`config.mk`:
```
export PLATFORM = sky130hd
export DESIGN_NAME = mem_ctrl
export DESIGN_NICKNAME = d
export VERILOG_FILES = /design/src/rtl/mem_ctrl_pkg.sv /design/src/rtl/mem_ctrl_extend.sv /design/src/rtl/mem_ctrl.sv
export SDC_FILE = /design/constraint.sdc
export NUM_CORES = 1
export LEC_CHECK = 0
export CAP_MARGIN = 20
export CORE_ASPECT_RATIO = 1.25
export CORE_MARGIN = 5
export CORE_UTILIZATION = 25
export DETAILED_ROUTE_END_ITERATION = 10
export PLACE_DENSITY = 0.44
export RECOVER_POWER = 50
export REMOVE_ABC_BUFFERS = 1
export SYNTH_ARGS = -nofsm -noshare
export SYNTH_HDL_FRONTEND = slang
export SYNTH_SLANG_ARGS = --single-unit
```
`constraint.sdc`:
```
create_clock -name clk -period 4.8 [get_ports clk]
set_clock_uncertainty 0.1 [all_clocks]
set_input_delay 1.44 -clock clk [delete_from_list [all_inputs] [get_ports clk]]
set_output_delay 1.44 -clock clk [all_outputs]
set_load 0.02 [all_outputs]
```
`src/rtl/mem_ctrl_pkg.sv`:
```
// Shared definitions for the byte-serial memory controller: FSM states,
// load/store size encodings and the IO address window.
package mem_ctrl_pkg;

  typedef enum logic [1:0] {
    IDLE  = 2'd0,
    FETCH = 2'd1,
    LOAD  = 2'd2,
    STORE = 2'd3
  } state_t;

  localparam logic [1:0] SIZE_BYTE = 2'd0;
  localparam logic [1:0] SIZE_HALF = 2'd1;
  localparam logic [1:0] SIZE_WORD = 2'd2;

  // addr[17:16] value that marks the IO space (stores there obey io_buffer_full)
  localparam logic [1:0] IO_SPACE = 2'b11;

  // Number of bytes moved for a given size code; the unused code behaves as a word.
  function automatic logic [2:0] size_bytes(input logic [1:0] size);
    case (size)
      SIZE_BYTE: return 3'd1;
      SIZE_HALF: return 3'd2;
      default:   return 3'd4;
    endcase
  endfunction

endpackage

```
`src/rtl/mem_ctrl_extend.sv`:
```
// Sign/zero extension of an assembled little-endian load value.
module mem_extend
  import mem_ctrl_pkg::*;
(
  input  logic [31:0] raw,
  input  logic [1:0]  size,
  input  logic        sign,
  output logic [31:0] ext
);

  // Extend from the top bit of the loaded quantity when sign is set.
  always_comb begin
    case (size)
      SIZE_BYTE: ext = {{24{sign & raw[7]}}, raw[7:0]};
      SIZE_HALF: ext = {{16{sign & raw[15]}}, raw[15:0]};
      default:   ext = raw;
    endcase
  end

endmodule

```
`src/rtl/mem_ctrl.sv`:
```
// Byte-serial memory controller arbitrating an instruction-fetch port and a
// load/store port onto a RAM with one cycle of read latency.
module mem_ctrl
  import mem_ctrl_pkg::*;
(
  input  logic        clk,
  input  logic        rst,
  input  logic        rdy,
  input  logic        rollback,
  input  logic        if_req,
  input  logic [31:0] if_addr,
  output logic        if_valid,
  output logic [31:0] if_inst,
  input  logic        ls_req,
  input  logic        ls_write,
  input  logic [1:0]  ls_size,
  input  logic        ls_signed,
  input  logic [31:0] ls_addr,
  input  logic [31:0] ls_wdata,
  output logic        ls_valid,
  output logic [31:0] ls_rdata,
  input  logic [7:0]  mem_din,
  output logic [7:0]  mem_dout,
  output logic [31:0] mem_a,
  output logic        mem_wr,
  input  logic        io_buffer_full
);

  state_t      state_reg;
  logic [2:0]  cnt_reg;
  logic [31:0] addr_reg;
  logic [31:0] wdata_reg;
  logic [31:0] data_reg;
  logic [1:0]  size_reg;
  logic        sign_reg;
  logic        io_reg;
  logic        squash_reg;

  logic [2:0]  nbytes;
  logic [1:0]  byte_idx;
  logic [1:0]  wbyte_idx;
  logic [31:0] merged;
  logic [31:0] load_ext;
  logic [31:0] addr_inc;
  logic [7:0]  wbyte_next;
  logic        store_stall;
  logic        accept_stall;
  logic        last_read;
  logic        more_read;
  logic        last_store;

  // In a read, cnt_reg counts edges since acceptance minus one; the byte
  // arriving on mem_din at the current edge is byte cnt_reg-1.
  assign nbytes       = size_bytes(size_reg);
  assign byte_idx     = cnt_reg[1:0] - 2'd1;
  assign wbyte_idx    = cnt_reg[1:0] + 2'd1;
  assign addr_inc     = addr_reg + {29'd0, cnt_reg} + 32'd1;
  assign wbyte_next   = wdata_reg[{wbyte_idx, 3'b000} +: 8];
  assign store_stall  = io_reg & io_buffer_full;
  assign accept_stall = (ls_addr[17:16] == IO_SPACE) & io_buffer_full;
  assign last_read    = (cnt_reg == nbytes);
  assign more_read    = ((cnt_reg + 3'd1) < nbytes);
  assign last_store   = ((cnt_reg + 3'd1) == nbytes);

  // Drop the incoming byte into its little-endian lane so the final byte is
  // already included in the value registered at the valid edge.
  genvar gi;
  generate
    for (gi = 0; gi < 4; gi++) begin : g_merge
      assign merged[8*gi +: 8] = ((cnt_reg != 3'd0) && (byte_idx == 2'(gi)))
                                 ? mem_din : data_reg[8*gi +: 8];
    end
  endgenerate

  mem_extend u_extend (
    .raw  (merged),
    .size (size_reg),
    .sign (sign_reg),
    .ext  (load_ext)
  );

  // Main FSM: arbitration, byte sequencing, RAM port and result registers.
  always_ff @(posedge clk or negedge rst) begin
    if (!rst) begin
      state_reg  <= IDLE;
      cnt_reg    <= 3'd0;
      addr_reg   <= 32'd0;
      wdata_reg  <= 32'd0;
      data_reg   <= 32'd0;
      size_reg   <= SIZE_BYTE;
      sign_reg   <= 1'b0;
      io_reg     <= 1'b0;
      squash_reg <= 1'b0;
      if_valid   <= 1'b0;
      if_inst    <= 32'd0;
      ls_valid   <= 1'b0;
      ls_rdata   <= 32'd0;
      mem_a      <= 32'd0;
      mem_dout   <= 8'd0;
      mem_wr     <= 1'b0;
    end else if (rdy) begin
      if_valid <= 1'b0;
      ls_valid <= 1'b0;
      case (state_reg)
        IDLE: begin
          mem_wr     <= 1'b0;
          mem_a      <= 32'd0;
          mem_dout   <= 8'd0;
          cnt_reg    <= 3'd0;
          data_reg   <= 32'd0;
          squash_reg <= 1'b0;
          // Load/store wins over fetch; a rollback edge accepts nothing.
          if (!rollback && ls_req) begin
            addr_reg  <= ls_addr;
            size_reg  <= ls_size;
            sign_reg  <= ls_signed;
            wdata_reg <= ls_wdata;
            io_reg    <= (ls_addr[17:16] == IO_SPACE);
            mem_a     <= ls_addr;
            if (ls_write) begin
              state_reg <= STORE;
              mem_wr    <= !accept_stall;
              mem_dout  <= ls_wdata[7:0];
            end else begin
              state_reg <= LOAD;
            end
          end else if (!rollback && if_req) begin
            addr_reg  <= if_addr;
            size_reg  <= SIZE_WORD;
            sign_reg  <= 1'b0;
            io_reg    <= 1'b0;
            mem_a     <= if_addr;
            state_reg <= FETCH;
          end
        end

        FETCH, LOAD: begin
          if (rollback) begin
            // Flushed read: abandon quietly.
            state_reg <= IDLE;
            mem_a     <= 32'd0;
            cnt_reg   <= 3'd0;
          end else begin
            data_reg <= merged;
            mem_a    <= more_read ? addr_inc : 32'd0;
            cnt_reg  <= cnt_reg + 3'd1;
            if (last_read) begin
              state_reg <= IDLE;
              cnt_reg   <= 3'd0;
              if (state_reg == FETCH) begin
                if_valid <= 1'b1;
                if_inst  <= merged;
              end else begin
                ls_valid <= 1'b1;
                ls_rdata <= load_ext;
              end
            end
          end
        end

        STORE: begin
          // A store already on the bus always finishes; rollback only hides its valid.
          if (rollback) begin
            squash_reg <= 1'b1;
          end
          if (mem_wr) begin
            if (last_store) begin
              state_reg <= IDLE;
              mem_wr    <= 1'b0;
              mem_a     <= 32'd0;
              mem_dout  <= 8'd0;
              cnt_reg   <= 3'd0;
              ls_valid  <= !(squash_reg | rollback);
            end else begin
              cnt_reg  <= cnt_reg + 3'd1;
              mem_a    <= addr_inc;
              mem_dout <= wbyte_next;
              mem_wr   <= !store_stall;
            end
          end else begin
            // Byte held for a full IO buffer; address and data stay put.
            mem_wr <= !store_stall;
          end
        end

        default: state_reg <= IDLE;
      endcase
    end
  end

endmodule
```
==> out/qor.yml, run 1 <==
core_area_um2: 41100
reg2reg_depth: 10
grt_max_degree: 86
tightest_slew_ps: 2180
tritoncts: "built"
worstSetupPathType: "input pin to flop"
syn_avg_cell_area_um2: 10.0
startpoint_type: "input pin"
hold_end: "wdata_reg[2]$_DFFE_PN0P_"
area_growth_pct: 34.7
post_cts_resized: 0
routed_wirelength_um: 34400
hold_start: "wdata_reg[2]$_DFFE_PN0P_"
place.gp.congestion: 0.758
dr_total_vias: 8463
hold_class: "flop to flop"
layout-drive-gt1-share_pct: 9.27
worst_path_most_repeated_cell: "clkbuf_2"
slowest_stage: "clkbuf_2"
io_buffers: 221
rsz0062_at_grt: "no"
cts_setup_buffers: 0
hold-path-cell-count: 2
grt_usage_pct: 14.9
cts.sinks: 213
remaining_drc_errors: 0
placed_cell_area_um2: 13300
min_period_ps: 4180
met3_usage_pct: 3.83
min_period_over_period_pct: 87.1
drtIter0Drc: 352
power.density_nw_per_um2: 534
finalMaxSlewViolations: 80
die_h_um: 238
reg2reg_slack_ps: 1230
ys_ff_latch: 213
critPathMaxFanout: 47
insertedDiodeCount: 0
synth_common_cells: "dfrtp_1, nand2_1, nor2_1"
finish.utilization_pct: 34.1
use_met2_pct: 25.1
grt-ovfl-total: 0
r2r_start: "size_reg[1]$_DFFE_PN0P_"
syn-cell-area_um2: 10400
relSlewSlack_pct: -45.4
path_cells: "dlygate4sd3_1 -> buf_4 -> nor2b_4 -> clkbuf_2 -> nand3_1 -> clkbuf_2 -> nor2_1 -> a21oi_1"
cts_made_buffers: 25
drv_cap: 1
grt_pass1_wl_um: 53400
routedWlPerCell_um: 19.0
preCtsSetupSlack_ps: 811
yosysMostFrequentCell: "dfrtp_1"
syn_inst: 1042
cts-root-buf: "clkbuf_16"
synth_top_area_share_pct: 51.2
stdcell_area_um2: 14000
cp-end-kind: "flop"
clk_latency_ps: 530
ctsHtreeMaxLevel: 1
hold_violations: 0
status: "finished, violations left"
die_x_um: 193
initial_core_util_pct: 25.3
p_leak_uw: 0.00617
fill_cells: 4293
synth_warnings: 0
r2r-end: "ls_rdata[18]$_DFFE_PN0P_"
antenna_found_initial: 3
synth_ff_type: "dfrtp_1"
ys_types: 51
yosys-top-cells-area: "dfrtp_1, nand2_1, mux2i_1, mux2_2, a21oi_1"
critPathRequiredTime_ps: 5090
use_met1_pct: 19.0
finalSetupViolCount: 0
dr.pass1.iters: 4
final_nets: 1378
synth-edff-count: 0
ctsHoldBuffers: 0
async_reset_ff_share_pct: 100
crit_arrival_ps: 4470
via_per_inst: 4.67
worst_slack_ps: 617
clock_path_buffers: 3
max_freq_mhz: 239
die_area_um2: 45900
rows: 83
post-dp-hpwl_um: 24400
ant_nets: 0
io_pins: 222
ir_drop_mv: 0.231
slowest_delay_ps: 1090
grt_pass1_vias: 8763
yosysTopAreaCell: "dfrtp_1"
violations: "capacitance limit, slew limit"
busiest_layer: "met2"
clkTransAtPathRegs_ps: 60
synth-seq-area-share_pct: 51.2
[how the worst max path moves through the flow]
stage | startpoint | slack, ps | end
6_report | ls_req | 620 | size_reg[1]$_DFFE_PN0P_
5_1_grt | ls_req | 450 | size_reg[1]$_DFFE_PN0P_
4_1_cts | size_reg[1]$_DFFE_PN0P_ | 1150 | ls_rdata[18]$_DFFE_PN0P_
3_5_place_dp | rollback | 810 | ls_rdata[18]$_DFFE_PN0P_
3_3_place_gp | rollback | 900 | ls_rdata[22]$_DFFE_PN0P_
2_1_floorplan | rollback | -1210 | size_reg[1]$_DFFE_PN0P_
[cell usage in the layout, fill, tap and decap left out, types with 3 or more instances in the layout]
master,count
a211oi_1,5
a21o_1,4
a21oi_1,69
a221o_1,20
a22o_1,34
a22oi_1,32
and3_1,6
buf_12,3
buf_4,18
clkbuf_1,5
clkbuf_16,25
clkbuf_2,5
clkbuf_8,3
clkdlybuf4s50_1,207
clkinv_2,8
dfrtp_1,213
dlygate4sd3_1,13
ha_1,15
inv_1,20
mux2_2,31
mux2i_1,49
mux4_2,8
nand2_1,180
nand2b_1,6
nand3_1,15
nand4_1,3
nor2_1,85
nor2b_1,7
nor3_1,11
nor3b_1,3
nor4_1,10
o21ai_0,61
o22a_1,12
o31ai_1,4
or3_1,9
xnor2_1,12
xor2_1,17
[cell type report]
| class | instances | area (um2) | share of cell area (%) |
|---|---|---|---|
| Clock inverter | 9 | 47.5 | 0.339 |
| Tap cell | 552 | 691 | 4.92 |
| Sequential cell | 213 | 5330 | 38.0 |
| Inverter | 20 | 75.1 | 0.535 |
| Multi-Input combinational cell | 741 | 4780 | 34.0 |
| Timing Repair Buffer | 246 | 2420 | 17.3 |
| Clock buffer | 33 | 686 | 4.89 |
[kinds of logic after synthesis]
logic type | after synthesis | share of synthesized area [%]
multiplexers | 88 | 9.79
buffers and inverters | 88 | 3.30
flip-flops | 213 | 51.2
AO/OA/AOI/OAI | 253 | 16.3
AND/OR/NAND/NOR | 355 | 15.0
XOR/XNOR | 29 | 2.44
adder cells (fa/ha/maj) | 16 | 1.99
[power by group]
| part | switching [uW] | leakage [uW] | internal (uW) |
|---|---|---|---|
| clock network | 775 | 0.000367 | 996 |
| registers | 480 | 0.00278 | 2400 |
| logic | 1570 | 0.00302 | 1270 |
[metal layers]
metal,vias to the layer above,wire length [um],part of all wire (%)
met4,6,609,1.8
li1,4101,-,-
met5,-,44,0.13
met1,4120,14600,42
met2,193,16900,49
met3,43,2240,6.5
[per-stage QoR]
stage               TNS (ps)  power, uW  instances  hold slack (ps)
CTS                        0       7650       1814              374
floorplan             -38920       4370        974              340
finish                     0       7490       1814              373
detailed placement         0       5820       1772              360
global placement           0       5800       1772              354
global route               0       8020       1814              386
[critical path, delay by kind of cell]
family | cells | cell delay (ps)
AND/OR/NAND/NOR | 3 | 630
buffers and inverters | 4 | 2320
AO/OA/AOI/OAI | 1 | 60
No activity file was read; power rests on OpenSTA's default activity.
==> run 2, diff against run 1 <==
CAP_MARGIN = not set   (was 20)
GPL_TIMING_DRIVEN = 0   (was not set)
==> out/qor.yml, run 2 (synthesis gave the netlist of run 1 again) <==
min_period_over_period_pct: 90.3  # was 87.1%
area_growth_pct: 36.8  # was 34.7%
reg2reg_depth: 9  # was 10
tritoncts: "built"  # unchanged
power_frac_comb_pct: 35.9  # was 37.9%
critPathRequiredTime_ps: 5100  # was 5090 ps
rsz0062_at_grt: "no"  # unchanged
grt_max_degree: 102  # was 86
cts_setup_buffers: 0  # unchanged
max_freq_mhz: 231  # was 239 MHz
clk_latency_ps: 540  # was 530 ps
finish.utilization_pct: 34.7  # was 34.1%
die_x_um: 193  # unchanged
dr_total_vias: 8473  # was 8463
p_int_uw: 4880  # was 4660 uW
fin_cells: 1809  # was 1814
grt_pass1_wl_um: 53800  # was 53400 um
final_cell_mix: "dfrtp_1, nand2_1, clkdlybuf4s50_1"  # was dfrtp_1, clkdlybuf4s50_1, nand2_1
remaining_drc_errors: 0  # unchanged
power_switching_uw: 2850  # was 2820 uW
antenna_found_initial: 4  # was 3
reg2reg_slack_ps: 640  # was 1230 ps
ctsHoldBuffers: 0  # unchanged
finalSetupViolCount: 0  # unchanged
final_nets: 1365  # was 1378
hold_class: "flop to flop"  # unchanged
post-dp-hpwl_um: 24200  # was 24400 um
power.density_nw_per_um2: 542  # was 534 nW/um2
routedWlPerCell_um: 19.1  # was 19.0 um
core_area_um2: 41100  # unchanged
critPathMaxFanout: 33  # was 47
initial_core_util_pct: 25.3  # unchanged
crit_arrival_ps: 4630  # was 4470 ps
place.gp.congestion: 0.746  # was 0.758
worstSetupPathType: "input pin to flop"  # unchanged
cts_made_buffers: 26  # was 25
grt-ovfl-total: 0  # unchanged
tightest_slew_ps: 1640  # was 2180 ps
ctsHtreeMaxLevel: 1  # unchanged
finalMaxSlewViolations: 132  # was 80
rows: 83  # unchanged
drtIter0Drc: 336  # was 352
drv_cap: 2  # was 1
fill_cells: 4285  # was 4293
violations: "capacitance limit, slew limit"  # unchanged
relSlewSlack_pct: -9.43  # was -45.4%
routed_wirelength_um: 34600  # was 34400 um
io_pins: 222  # unchanged
grt_pass1_vias: 8897  # was 8763
swShare_pct: 36.8  # was 37.7%
r2r_start: "cnt_reg[0]$_DFFE_PN0P_"  # was size_reg[1]$_DFFE_PN0P_
cts-root-buf: "clkbuf_16"  # unchanged
pwr-share-clk_pct: 26.8  # was 23.7%
worst_slack_ps: 466  # was 617 ps
preCtsSetupSlack_ps: -638  # was 811 ps
ant_nets: 0  # unchanged
finalSetupTns_ps: 0  # unchanged
clkTransAtPathRegs_ps: 60  # about the same
ir_drop_mv: 0.230  # was 0.231 mV
pwr-share-seq_pct: 37.3  # was 38.5%
cts.sinks: 213  # unchanged
grt_usage_pct: 15.0  # was 14.9%
clock_path_buffers: 3  # unchanged
hold_violations: 0  # unchanged
startpoint_type: "input pin"  # unchanged
via_per_inst: 4.68  # was 4.67
hold_end: "wdata_reg[31]$_DFFE_PN0P_"  # was wdata_reg[2]$_DFFE_PN0P_
hold-path-cell-count: 2  # unchanged
status: "finished, violations left"  # unchanged
die_h_um: 238  # unchanged
final_common_cell: "dfrtp_1"  # unchanged
p_leak_uw: 0.00632  # was 0.00617 uW
dr.pass1.iters: 5  # was 4
min_period_ps: 4330  # was 4180 ps
r2r-end: "mem_a[11]$_DFFE_PN0P_"  # was ls_rdata[18]$_DFFE_PN0P_
io_buffers: 221  # unchanged
die_area_um2: 45900  # unchanged
hold_start: "wdata_reg[31]$_DFFE_PN0P_"  # was wdata_reg[2]$_DFFE_PN0P_
placedCellCount: 1758  # was 1772
layout-drive-gt1-share_pct: 9.33  # was 9.27%
cp-end-kind: "flop"  # unchanged
-- run 2: critical path, stage by stage --
cell             delay (ps)
clkdlybuf4s50_1        1250
nor2b_4                 880
nand3_2                 720
nor2_1                  280
a21oi_1                  60
-- run 2: worst max-delay path by stage --
| stage | depth (start not counted) | slack, ps | endpoint | from |
|---|---|---|---|---|
| floorplan | 4 | -1210 | size_reg[1]$_DFFE_PN0P_ | rollback |
| global placement | 1 | -7840 | if_inst[6]$_DFFE_PN0P_ | rst |
| detailed placement | 5 | -640 | size_reg[1]$_DFFE_PN0P_ | ls_req |
| CTS | 9 | 110 | mem_a[11]$_DFFE_PN0P_ | cnt_reg[0]$_DFFE_PN0P_ |
| global route | 5 | 190 | wdata_reg[19]$_DFFE_PN0P_ | ls_req |
| finish | 5 | 470 | size_reg[1]$_DFFE_PN0P_ | ls_req |
-- run 2: power groups by stage --
stage,clock network (uW),registers (uW),logic (uW)
after detailed placement,0,2920,2880
after global placement,0,2920,2800
after global routing,2200,2980,3060
final,2070,2880,2770
after floorplan,0,3180,1200
after CTS,2150,2900,2890
-- run 2: layer usage --
metal	GRT usage, %	share of wire (%)	wire length [um]	vias to the layer above
li1	-	-	-	4087
met1	18.1	41	14300	4148
met2	26.4	50	17100	200
met3	4.30	7.2	2480	34
met4	3.31	1.8	612	4
met5	0	0.075	26	-
-- run 2: final cells by class --
| cell class | instances | area (um2) | share of cell area [%] |
|---|---|---|---|
| well taps | 552 | 691 | 4.85 |
| clock buffers | 40 | 805 | 5.65 |
| clock inverters | 8 | 96.3 | 0.676 |
| inverters | 20 | 75.1 | 0.527 |
| multi-input cells | 741 | 4820 | 33.8 |
| diodes | 3 | 7.51 | 0.0527 |
| repair buffers | 232 | 2430 | 17.0 |
| flip-flops and latches | 213 | 5330 | 37.4 |
-- run 2: timing repair --
item	CTS	global route
resized for setup	3	1
hold endpoints to repair	0	0
endpoints found under the setup margin	53	12
-- run 2: stage by stage --
step	area (um2)	total power, uW	hold WS, ps
6_report	14300	7730	371
5_1_grt	14200	8250	392
4_1_cts	14300	7940	375
3_5_place_dp	13400	5800	359
3_3_place_gp	13100	5720	355
2_1_floorplan	10100	4370	340
==> run 3, diff against run 2 <==
clock period = 4.1 ns   (was 4.8 ns; I/O delays follow)
==> out/qor.yml, run 3 (synthesis gave the netlist of run 1 again) <==
status: "finished, violations left"  # unchanged
violations: "capacitance limit, slew limit"  # unchanged
grt_usage_pct: 15.1  # was 15.0%
grt_pass1_wl_um: 54100  # was 53800 um
cp-end-kind: "flop"  # unchanged
min_period_ps: 3740
clk_latency_ps: 540  # about the same
tightest_slew_ps: 1770  # was 1640 ps
clock_path_buffers: 3  # unchanged
die_x_um: 193  # unchanged
core_area_um2: 41100  # unchanged
ctsHoldBuffers: 0  # unchanged
final_cell_mix: "dfrtp_1, nand2_1, clkdlybuf4s50_1"  # unchanged
hold_class: "flop to flop"  # unchanged
dr.pass1.iters: 5  # unchanged
clkTransAtPathRegs_ps: 60  # about the same
io_buffers: 221  # unchanged
hold-path-cell-count: 2  # unchanged
die_area_um2: 45900  # unchanged
multiInputGateArea_um2: 4840  # was 4820 um2
r2r-end: "mem_a[11]$_DFFE_PN0P_"  # unchanged
layout-drive-gt1-share_pct: 9.92  # was 9.33%
hold_slack_ps: 370  # was 371 ps
reg2reg_depth: 10  # was 9
min_period_over_period_pct: 91.2
remaining_drc_errors: 0  # unchanged
tritoncts: "built"  # unchanged
max_freq_mhz: 267
finalMaxSlewViolations: 30  # was 132
ant_nets: 0  # unchanged
ff_latch_area_um2: 5330  # unchanged
critPathMaxFanout: 13  # was 33
stdcell_area_um2: 14300  # about the same
finalSetupViolCount: 0  # unchanged
initial_core_util_pct: 25.3  # unchanged
grt_max_degree: 102  # unchanged
routed_wirelength_um: 34800  # was 34600 um
cts-root-buf: "clkbuf_16"  # unchanged
drv_cap: 1  # was 2
critPathRequiredTime_ps: 4470  # was 5100 ps
hold_violations: 0  # unchanged
cts.sinks: 213  # unchanged
die_h_um: 238  # unchanged
routedWlPerCell_um: 19.2  # was 19.1 um
startpoint_type: "flop"  # was input pin
place.gp.congestion: 0.746  # unchanged
final_nets: 1371  # was 1365
worst_slack_ps: 361  # was 466 ps
fill_cells: 4287  # was 4285
grt-ovfl-total: 0  # unchanged
crit_end: "mem_a[11]$_DFFE_PN0P_"  # was size_reg[1]$_DFFE_PN0P_
area_growth_pct: 37.6  # was 36.8%
r2r_start: "size_reg[1]$_DFFE_PN0P_"  # was cnt_reg[0]$_DFFE_PN0P_
preCtsSetupSlack_ps: -1170  # was -638 ps
startpoint: "size_reg[1]$_DFFE_PN0P_"  # was ls_req
rsz0062_at_grt: "no"  # unchanged
via_per_inst: 4.68  # about the same
final_common_cell: "dfrtp_1"  # unchanged
crit_arrival_ps: 4110  # was 4630 ps
grt_pass1_vias: 8925  # was 8897
drtIter0Drc: 328  # was 336
placed_cell_area_um2: 13400  # unchanged
ctsHtreeMaxLevel: 1  # unchanged
power.density_nw_per_um2: 634  # was 542 nW/um2
worstSetupPathType: "flop to flop"  # was input pin to flop
rows: 83  # unchanged
antenna_found_initial: 4  # unchanged
post-dp-hpwl_um: 24200  # unchanged
dr_total_vias: 8493  # was 8473
relSlewSlack_pct: -18.1  # was -9.43%
cts_made_buffers: 26  # unchanged
p_leak_uw: 0.00636  # was 0.00632 uW
ir_drop_mv: 0.269  # was 0.230 mV
reg2reg_slack_ps: 360  # was 640 ps
io_pins: 222  # unchanged
[run 3: area by class of cell]
type / count / area share, %
flip-flops and latches: 213 / 37.2
multi-input cells: 742 / 33.8
repair buffers: 237 / 17.3
clock buffers: 40 / 5.61
well taps: 552 / 4.82
clock inverters: 8 / 0.672
inverters: 20 / 0.524
diodes: 3 / 0.0524
[run 3: timing repair]
item                       CTS  global route
gates cloned                 1             0
setup endpoints to repair   70            62
pin swaps                    1             2
resized for setup            6             2
setup buffers                1             4
[run 3: critical path, cell delays in order (launching register included)]
cell and delay [ps]:
dfrtp_1 630, inv_1 380, nand2_1 410, inv_1 150
ha_1 330, and3_1 200, nor2b_2 560, a31oi_4 220
nor3_4 320, buf_6 220, a221o_1 160
[run 3: power breakdown]
group,total [uW],leakage [uW],switching [uW],internal (uW)
logic,3280,0.00314,1830,1450
registers,3370,0.00278,562,2810
clock network,2430,0.000444,958,1470
[run 3: per-stage QoR]
step	setup TNS [ps]	util [%]	cells	total power, uW
3_3_place_gp	-2293540	31.7	1747	6690
4_1_cts	0	34.8	1808	9320
6_report	0	34.8	1815	9080
2_1_floorplan	-76280	-	974	5120
3_5_place_dp	-87530	32.5	1758	6790
5_1_grt	0	34.8	1813	9690
[run 3: how the worst min path moves through the flow]
stage	start	end	slack, ps
3_5_place_dp	wdata_reg[25]$_DFFE_PN0P_	wdata_reg[25]$_DFFE_PN0P_	360
3_3_place_gp	wdata_reg[28]$_DFFE_PN0P_	wdata_reg[28]$_DFFE_PN0P_	360
5_1_grt	wdata_reg[2]$_DFFE_PN0P_	wdata_reg[2]$_DFFE_PN0P_	390
6_report	wdata_reg[31]$_DFFE_PN0P_	wdata_reg[31]$_DFFE_PN0P_	370
2_1_floorplan	wdata_reg[24]$_DFFE_PN0P_	wdata_reg[24]$_DFFE_PN0P_	340
4_1_cts	wdata_reg[25]$_DFFE_PN0P_	wdata_reg[25]$_DFFE_PN0P_	380
[run 3: metal layers]
metal	GRT usage, %	routed length [um]	up-vias
met1	18.2	14400	4143
met5	0	26	-
met4	3.50	650	4
met3	4.36	2520	36
met2	26.4	17300	209
li1	-	-	4101
